File: config.mk
export PLATFORM = sky130hd
export DESIGN_NAME = mini16_s2m_arbiter_flat
export DESIGN_NICKNAME = d
export VERILOG_FILES = /design/src/rtl/mini16_s2m_arbiter_if.sv /design/src/rtl/mini16_s2m_arbiter.sv /design/src/flat_wrapper.sv
export SDC_FILE = /design/constraint.sdc
export NUM_CORES = 1
export LEC_CHECK = 0
export ABC_CLOCK_PERIOD_IN_PS = 2290
export CORE_MARGIN = 2
export CORE_UTILIZATION = 34
export CTS_CLUSTER_SIZE = 25
export DETAILED_ROUTE_END_ITERATION = 12
export GPL_TIMING_DRIVEN = 0
export PLACE_DENSITY = 0.88
export SYNTH_ARGS = -nofsm -noshare
export SYNTH_HDL_FRONTEND = slang
export SYNTH_SLANG_ARGS = --single-unit
File: constraint.sdc
create_clock -name clk -period 2.29 [get_ports clk]
set_input_delay 0.458 -clock clk [delete_from_list [all_inputs] [get_ports clk]]
set_output_delay 0.458 -clock clk [all_outputs]
set_load 0.005 [all_outputs]
File: src/rtl/mini16_s2m_arbiter_if.sv
// PE-side write request bus and s2m RAM write port of the round-robin arbiter.
// The slave modport is the arbiter; the master modport is the PE/RAM side.
interface mini16_s2m_arbiter_if #(
  parameter int CORES     = 4,
  parameter int WIDTH_D   = 32,
  parameter int DEPTH_S2M = 8,
  parameter int WIDTH_CNT = 16
);
  logic                         hold;
  logic [CORES-1:0]             req;
  logic [CORES*DEPTH_S2M-1:0]   req_addr;
  logic [CORES*WIDTH_D-1:0]     req_data;
  logic [CORES-1:0]             ack;
  logic                         mem_we;
  logic [DEPTH_S2M-1:0]         mem_addr;
  logic [WIDTH_D-1:0]           mem_din;
  logic [WIDTH_CNT-1:0]         stall_cnt;

  modport slave (
    input  hold, req, req_addr, req_data,
    output ack, mem_we, mem_addr, mem_din, stall_cnt
  );

  modport master (
    output hold, req, req_addr, req_data,
    input  ack, mem_we, mem_addr, mem_din, stall_cnt
  );
endinterface

File: src/rtl/mini16_s2m_arbiter.sv
// Round-robin arbiter for the shared s2m RAM write port: one-hot combinational ack, registered write.
// Define MINI16_S2M_ARB_STATS_EN to build the saturating stall counter; otherwise stall_cnt is 0.
module mini16_s2m_arbiter #(
  parameter int CORES     = 4,
  parameter int WIDTH_D   = 32,
  parameter int DEPTH_S2M = 8,
  parameter int WIDTH_CNT = 16
) (
  input  logic                 clk,
  input  logic                 reset_n,
  mini16_s2m_arbiter_if.slave  bus
);
  localparam int PTR_W = (CORES > 1) ? $clog2(CORES) : 1;

  logic [PTR_W-1:0]     rr_ptr;
  logic [PTR_W-1:0]     gnt_idx;
  logic                 gnt_vld;
  logic [CORES-1:0]     ack_c;
  logic                 mem_we_q;
  logic [DEPTH_S2M-1:0] mem_addr_q;
  logic [WIDTH_D-1:0]   mem_din_q;
  int                   idx;

  // Search starts one past the last winner so every requester waits at most CORES-1 grants.
  always_comb begin
    gnt_vld = 1'b0;
    gnt_idx = '0;
    ack_c   = '0;
    idx     = 0;
    if (reset_n && !bus.hold) begin
      for (int k = 1; k <= CORES; k++) begin
        idx = (int'(rr_ptr) + k) % CORES;
        if (!gnt_vld && bus.req[idx]) begin
          gnt_vld = 1'b1;
          gnt_idx = PTR_W'(idx);
        end
      end
    end
    if (gnt_vld) ack_c[gnt_idx] = 1'b1;
  end

  assign bus.ack = ack_c;

  always_ff @(posedge clk or negedge reset_n) begin
    if (!reset_n) begin
      rr_ptr     <= PTR_W'(CORES - 1);
      mem_we_q   <= 1'b0;
      mem_addr_q <= '0;
      mem_din_q  <= '0;
    end else if (gnt_vld) begin
      rr_ptr     <= gnt_idx;
      mem_we_q   <= 1'b1;
      mem_addr_q <= bus.req_addr[gnt_idx*DEPTH_S2M +: DEPTH_S2M];
      mem_din_q  <= bus.req_data[gnt_idx*WIDTH_D +: WIDTH_D];
    end else begin
      mem_we_q   <= 1'b0;
    end
  end

  assign bus.mem_we   = mem_we_q;
  assign bus.mem_addr = mem_addr_q;
  assign bus.mem_din  = mem_din_q;

`ifdef MINI16_S2M_ARB_STATS_EN
  logic [WIDTH_CNT-1:0] stall_q;

  // Hold cycles count too: any requester left waiting is a stall.
  always_ff @(posedge clk or negedge reset_n) begin
    if (!reset_n)
      stall_q <= '0;
    else if (|(bus.req & ~ack_c) && !(&stall_q))
      stall_q <= stall_q + 1'b1;
  end

  assign bus.stall_cnt = stall_q;
`else
  assign bus.stall_cnt = {WIDTH_CNT{1'b0}};
`endif
endmodule
File: src/flat_wrapper.sv
// flat-port wrapper written by rule: the top's interface ports become plain ports
module mini16_s2m_arbiter_flat 
#(
  parameter int CORES     = 4,
  parameter int WIDTH_D   = 32,
  parameter int DEPTH_S2M = 8,
  parameter int WIDTH_CNT = 16
)
  (clk, reset_n, bus_hold, bus_req, bus_req_addr, bus_req_data, bus_ack, bus_mem_we, bus_mem_addr, bus_mem_din, bus_stall_cnt);
  mini16_s2m_arbiter_if #(.CORES(CORES), .WIDTH_D(WIDTH_D), .DEPTH_S2M(DEPTH_S2M), .WIDTH_CNT(WIDTH_CNT)) bus_i ();
  input  logic clk;
  input  logic reset_n;
  input wire logic [$bits(bus_i.hold)-1:0] bus_hold;
  input wire logic [$bits(bus_i.req)-1:0] bus_req;
  input wire logic [$bits(bus_i.req_addr)-1:0] bus_req_addr;
  input wire logic [$bits(bus_i.req_data)-1:0] bus_req_data;
  output wire logic [$bits(bus_i.ack)-1:0] bus_ack;
  output wire logic [$bits(bus_i.mem_we)-1:0] bus_mem_we;
  output wire logic [$bits(bus_i.mem_addr)-1:0] bus_mem_addr;
  output wire logic [$bits(bus_i.mem_din)-1:0] bus_mem_din;
  output wire logic [$bits(bus_i.stall_cnt)-1:0] bus_stall_cnt;
  assign bus_i.hold = bus_hold;
  assign bus_i.req = bus_req;
  assign bus_i.req_addr = bus_req_addr;
  assign bus_i.req_data = bus_req_data;
  assign bus_ack = bus_i.ack;
  assign bus_mem_we = bus_i.mem_we;
  assign bus_mem_addr = bus_i.mem_addr;
  assign bus_mem_din = bus_i.mem_din;
  assign bus_stall_cnt = bus_i.stall_cnt;
  mini16_s2m_arbiter #(.CORES(CORES), .WIDTH_D(WIDTH_D), .DEPTH_S2M(DEPTH_S2M), .WIDTH_CNT(WIDTH_CNT)) u_core (.clk(clk), .reset_n(reset_n), .bus(bus_i));
endmodule
# == Yosys cells after proc, flatten, opt, wreduce, memory -nomap -nowiden ==
# Cells that the tools add are included.
# totals
in_bits,167
output_inout_bits,61
wordCells,62
reg_bits,43
# op_classes
n_reduce_logical,13
n_bitwise,4
add_sub_neg,4
n_lt_le_gt_ge,6
muxes,29
n_shift,2
# ops
cell,count
128-bit by 8-bit variable part select with 32-bit output,1
32-bit by 6-bit variable part select with 8-bit output,1
1-bit two-way mux,18
"3-bit by 4-bit < comparator with 1-bit output, second input constant",4
2-bit two-way mux,5
1-bit binary-select mux with 2-bit select,4
2-bit OR reduction,4
1-bit logical AND,5
"2-bit by 1-bit adder with 2-bit output, second input constant",2
"2-bit adder, second input constant",2
"1-bit AND, first input constant",4
1-bit zero test,4
4-bit two-way mux,1
"2-bit by 3-bit < comparator with 1-bit output, second input constant",1
1-bit demux with 2-bit select,1
"2-bit by 1-bit >= comparator with 1-bit output, second input constant",1

# == Depth between registers and ports, before layout ==
# logic_depth
depth_word,25
depth_mapped,7
depth_no_buf,5

# == Worst setup path after synthesis ==
# No wires, ideal clock.
# synth_path
kind,input to output
start,input bus_req[3]
end,output bus_ack[1]
t_required_ps,1832
setup_slack_ps,352
arrival_time_ps,1480
n_path_buf,2
stages,6
path_cell_list,o41ai_2 inv_2 nand2b_1 buf_2 buf_2 nor2_1
# synth_between
elab_cells_between_ends,37
cone_classes,2 x order compare; 28 x mux; 7 x reduce/logical
# synth_lines
item,line_no,rtl
from (decl),flat_wrapper.sv:14,input wire logic [$bits(bus_i.req)-1:0] bus_req;
1-bit binary-select mux with 2-bit select,mini16_s2m_arbiter.sv:33,if (!gnt_vld && bus.req[idx]) begin
1-bit two-way mux (implied by the code) (2 in a row),mini16_s2m_arbiter.sv:33,
1-bit two-way mux,mini16_s2m_arbiter.sv:33,
1-bit two-way mux,mini16_s2m_arbiter.sv:30,if (reset_n && !bus.hold) begin
1-bit zero test,mini16_s2m_arbiter.sv:33,
1-bit logical AND,mini16_s2m_arbiter.sv:33,
1-bit two-way mux,mini16_s2m_arbiter.sv:33,
1-bit two-way mux,mini16_s2m_arbiter.sv:30,
[2 not listed],-,
1-bit two-way mux,mini16_s2m_arbiter.sv:33,
1-bit two-way mux,mini16_s2m_arbiter.sv:30,
1-bit zero test,mini16_s2m_arbiter.sv:33,
1-bit logical AND,mini16_s2m_arbiter.sv:33,
1-bit two-way mux *,mini16_s2m_arbiter.sv:33,
1-bit two-way mux *,mini16_s2m_arbiter.sv:30,
net u_core.gnt_vld,mini16_s2m_arbiter.sv:17,logic gnt_vld;
4-bit two-way mux *,mini16_s2m_arbiter.sv:39,if (gnt_vld) ack_c[gnt_idx] = 1'b1;
to (decl),flat_wrapper.sv:17,output wire logic [$bits(bus_i.ack)-1:0] bus_ack;
# Mark *: on every way through the listed nets, which the timed path passes. The rest lies on a longest branch. The select of a mux whose other input is x is not followed.

# == Worst setup path in the final report ==
# layout_path
start,input bus_hold
end,output bus_ack[0]
# layout_between
elab_cells_between_ends,10
cone_classes,2 x order compare; 5 x mux; 3 x reduce/logical
# layout_lines
item,line_no,rtl
from (decl),flat_wrapper.sv:13,input wire logic [$bits(bus_i.hold)-1:0] bus_hold;
1-bit zero test,mini16_s2m_arbiter.sv:30,
1-bit logical AND,mini16_s2m_arbiter.sv:30,
1-bit two-way mux,mini16_s2m_arbiter.sv:30,
net u_core.gnt_vld,mini16_s2m_arbiter.sv:17,
4-bit two-way mux,mini16_s2m_arbiter.sv:39,
# The timed path passes the listed nets, and every way through them passes these cells.

==> flow_metrics.py <==
metrics = {
    "outcome": {
        "status": "finished, final reports clean",
    },
    "yosys": {
        "synth_edf_count": 0,
        "synthArstFlopShare": 1.00,
        "yosysUniqueCellTypes": 29,
        "syn_inst": 269,
        "synth_most_common_cell": "mux2i_1",
        "syn_area_per_cell_um2": 10.6,
        "ys_seq_area_frac": 0.378,
        "yosys.area.top_type_share": 0.359,
        "yosys_warnings": 0,
        "ys_ff_latch": 43,
        "ys.flop_type": "dfrtp_1",
        "syn_area_um2": 2860,
        "synth_common_cells": "81 x mux2i_1, 44 x nand2_1, 41 x dfrtp_1",
        "synth_area_leaders": "dfrtp_1 36%, mux2i_1 28%, o221ai_1 12%, nand2_1 5.8%, buf_4 4.7%",
        "yosys.area.top_type": "dfrtp_1",
    },
    "power_and_ir_drop": {
        "total_power_uw": 3430,
        "power.leakage_uw": 0.00262,
        "power_density_nw_per_um2": 620,
        "ir_drop_mv": 0.294,
    },
    "placed_design": {
        "place_congestion": 0.796,
        "dp_hpwl_mm": 8.45,
        "io_buffers": 211,
    },
    "floorplan": {
        "dieWidth_um": 95.6,
        "initial_utilization": 0.349,
        "dieArea_um2": 9150,
        "num_rows": 33,
        "die-height_um": 95.6,
        "ios": 228,
        "core_area_um2": 8180,
    },
    "routing": {
        "drtPass1Iterations": 4,
        "route.detailed.wl_per_inst_um": 17.2,
        "drtIter0Drc": 53,
        "vias_per_cell": 4.99,
        "drtAntennaViolNets": 0,
        "drcViolationCount": 0,
        "vias": 3128,
        "totalWireLength_mm": 10.8,
    },
    "sta": {
        "fmax_mhz": 443,
        "setup-tns-final_ns": 0,
        "hold_viol_final": 0,
        "clock_skew_ns": 0.00751,
        "post-route-period-util": 0.985,
        "worstMarginPinSlew_ns": 0.999,
        "slew_viol_final": 0,
        "min_period_ns": 2.25,
        "relSlewSlack": 0.332,
        "rsz0062_at_grt": "yes",
        "final-setup-viol-count": 0,
    },
    "global_route": {
        "grt_pass1_vias": 3295,
        "grt_overflow_total": 0,
        "grt_start_max_net_pins": 24,
        "grt_pass1_wl_mm": 15.8,
        "grt_util_all_layers": 0.224,
        "antenna_found_initial": 0,
    },
    "setup_path": {
        "required_ns": 1.83,
        "cp-end-kind": "output port",
        "r2r_start": "u_core.rr_ptr[1]$_DFFE_PN1P_",
        "r2r_setup_slack_ns": 0.14,
        "critPathBufInv": 5,
        "cp_max_fo": 3,
        "crit_type": "input port to output port",
        "cp_cell_sequence": "clkdlybuf4s50_1 > and2b_2 > o41ai_4 > inv_2 > nand2b_1 > buf_6 > buf_4 > nor2b_4 > buf_2",
        "critPathLaunchType": "input port",
        "reg2reg_to": "u_core.bus.mem_din[26]$_DFFE_PN0P_",
        "ff2ff_path_depth": 8,
        "cpPeakStageDelay_ns": 0.39,
        "critPathArrivalTime_ns": 1.80,
        "cpLargestDelayFamily": "buffers and inverters",
        "cp_slowest_cell": "clkdlybuf4s50_1",
    },
    "clocking": {
        "htree_levels": 2,
        "insertion_delay_ns": 0.29,
        "clk_pin_slew_ns": 0.08,
        "clock_sinks": 43,
        "cts_buffer_depth": 2,
        "cts_tree": "built",
        "cts_root_buf": "clkbuf_8",
        "cts_buffers": 5,
    },
    "final_layout": {
        "nNetsFinal": 688,
        "fin_util": 0.677,
        "layout-drive-gt1-share": 0.163,
        "syn_to_final_growth_pct": 93.9,
        "antennaDiodeCount": 0,
        "num-fill-cells": 628,
    },
    "job": {
        "drv_cap": 0,
    },
    "min_path": {
        "hold_path.class": "input port to async pin",
    },
}
## cell type report
type / count / area [um2] / area share
tap: 105 / 131 / 0.0237
clock buffer: 6 / 82.6 / 0.0149
sequential: 43 / 1080 / 0.195
clock inverter: 2 / 35.0 / 0.00633
buffer: 37 / 312 / 0.0563
inverter: 2 / 7.51 / 0.00136
timing repair buffer: 231 / 2270 / 0.411
multi-input combinational: 201 / 1620 / 0.292
## through the flow
stage	instances	worst slack, ns	hold WS (ns)	area, um2
floorplan	284	0.352	0.162	2910
global placement	600	-2.28	0.468	5150
detailed placement	601	-1.02	0.477	5180
CTS	621	-0.0536	0.0615	5480
global route	627	-0.0362	0.0629	5540
finish	627	0.0350	0.0662	5540
## cells by family (layout without fill, tap and decap cells)
group                  count (synthesis)  after routing  synth area share
AOI/OAI and AO/OA                     49             49             0.152
and+or+nand+nor                       55             55            0.0815
buffers and inverters                 40            278             0.103
DFF                                   43             43             0.378
muxes                                 81             81             0.284
other                                  1             16           0.00131
## worst max-delay path by stage
stage | start | to | slack [ns] | cells after the start
2_1_floorplan | bus_req[3] | bus_ack[1] | 0.35 | 6
3_3_place_gp | reset_n | bus_ack[2] | -2.28 | 6
3_5_place_dp | bus_req[3] | bus_ack[1] | -1.02 | 8
4_1_cts | bus_hold | bus_ack[1] | -0.05 | 9
5_1_grt | u_core.rr_ptr[0]$_DFFE_PN1P_ | bus_ack[0] | -0.04 | 9
6_report | bus_hold | bus_ack[0] | 0.04 | 9
## flip-flops by register name, indices dropped and copies added, names as in the netlist
name and cells:
u_core.bus.mem_din 32, u_core.bus.mem_addr 8, u_core.rr_ptr 2, u_core.bus.mem_we 1
## report_power, final
group | switching, uW | internal, uW
Sequential | 130 | 986
Clock | 268 | 353
Combinational | 635 | 1060
Total | 1030 | 2400
## layout by cell type, fill, tap and decap left out, drive strengths merged
master / instances
clkdlybuf4s50: 202
mux2i: 81
buf: 52
nand2: 44
dfrtp: 41
o221ai: 40
conb: 16
clkbuf: 16
nand2b: 4
o21ai: 3
a21oi: 3
nor2: 3
clkdlybuf4s15: 2
dfstp: 2
inv: 2
and2b: 1
o41ai: 1
nand3: 1
a21bo: 1
o22ai: 1
nor3: 1
nor2b: 1
bufinv: 1
clkinv: 1
dlygate4sd3: 1
dlygate4sd2: 1
## routing by layer
layer | vias up | share of wire | global-route usage
met5 | - | 0 | 0
met4 | 0 | 0.012 | 0.0488
met3 | 15 | 0.11 | 0.0727
met2 | 168 | 0.52 | 0.422
met1 | 1467 | 0.35 | 0.240
li1 | 1478 | - | -
## timing repair
action,CTS,global route
pin swaps,5,4
gates resized for setup,48,12
hold buffers,1,0
setup buffers,12,7
endpoints found under the hold margin,21,0
setup endpoints to repair,43,34
Note: power is estimated with default switching activity, not from simulation.
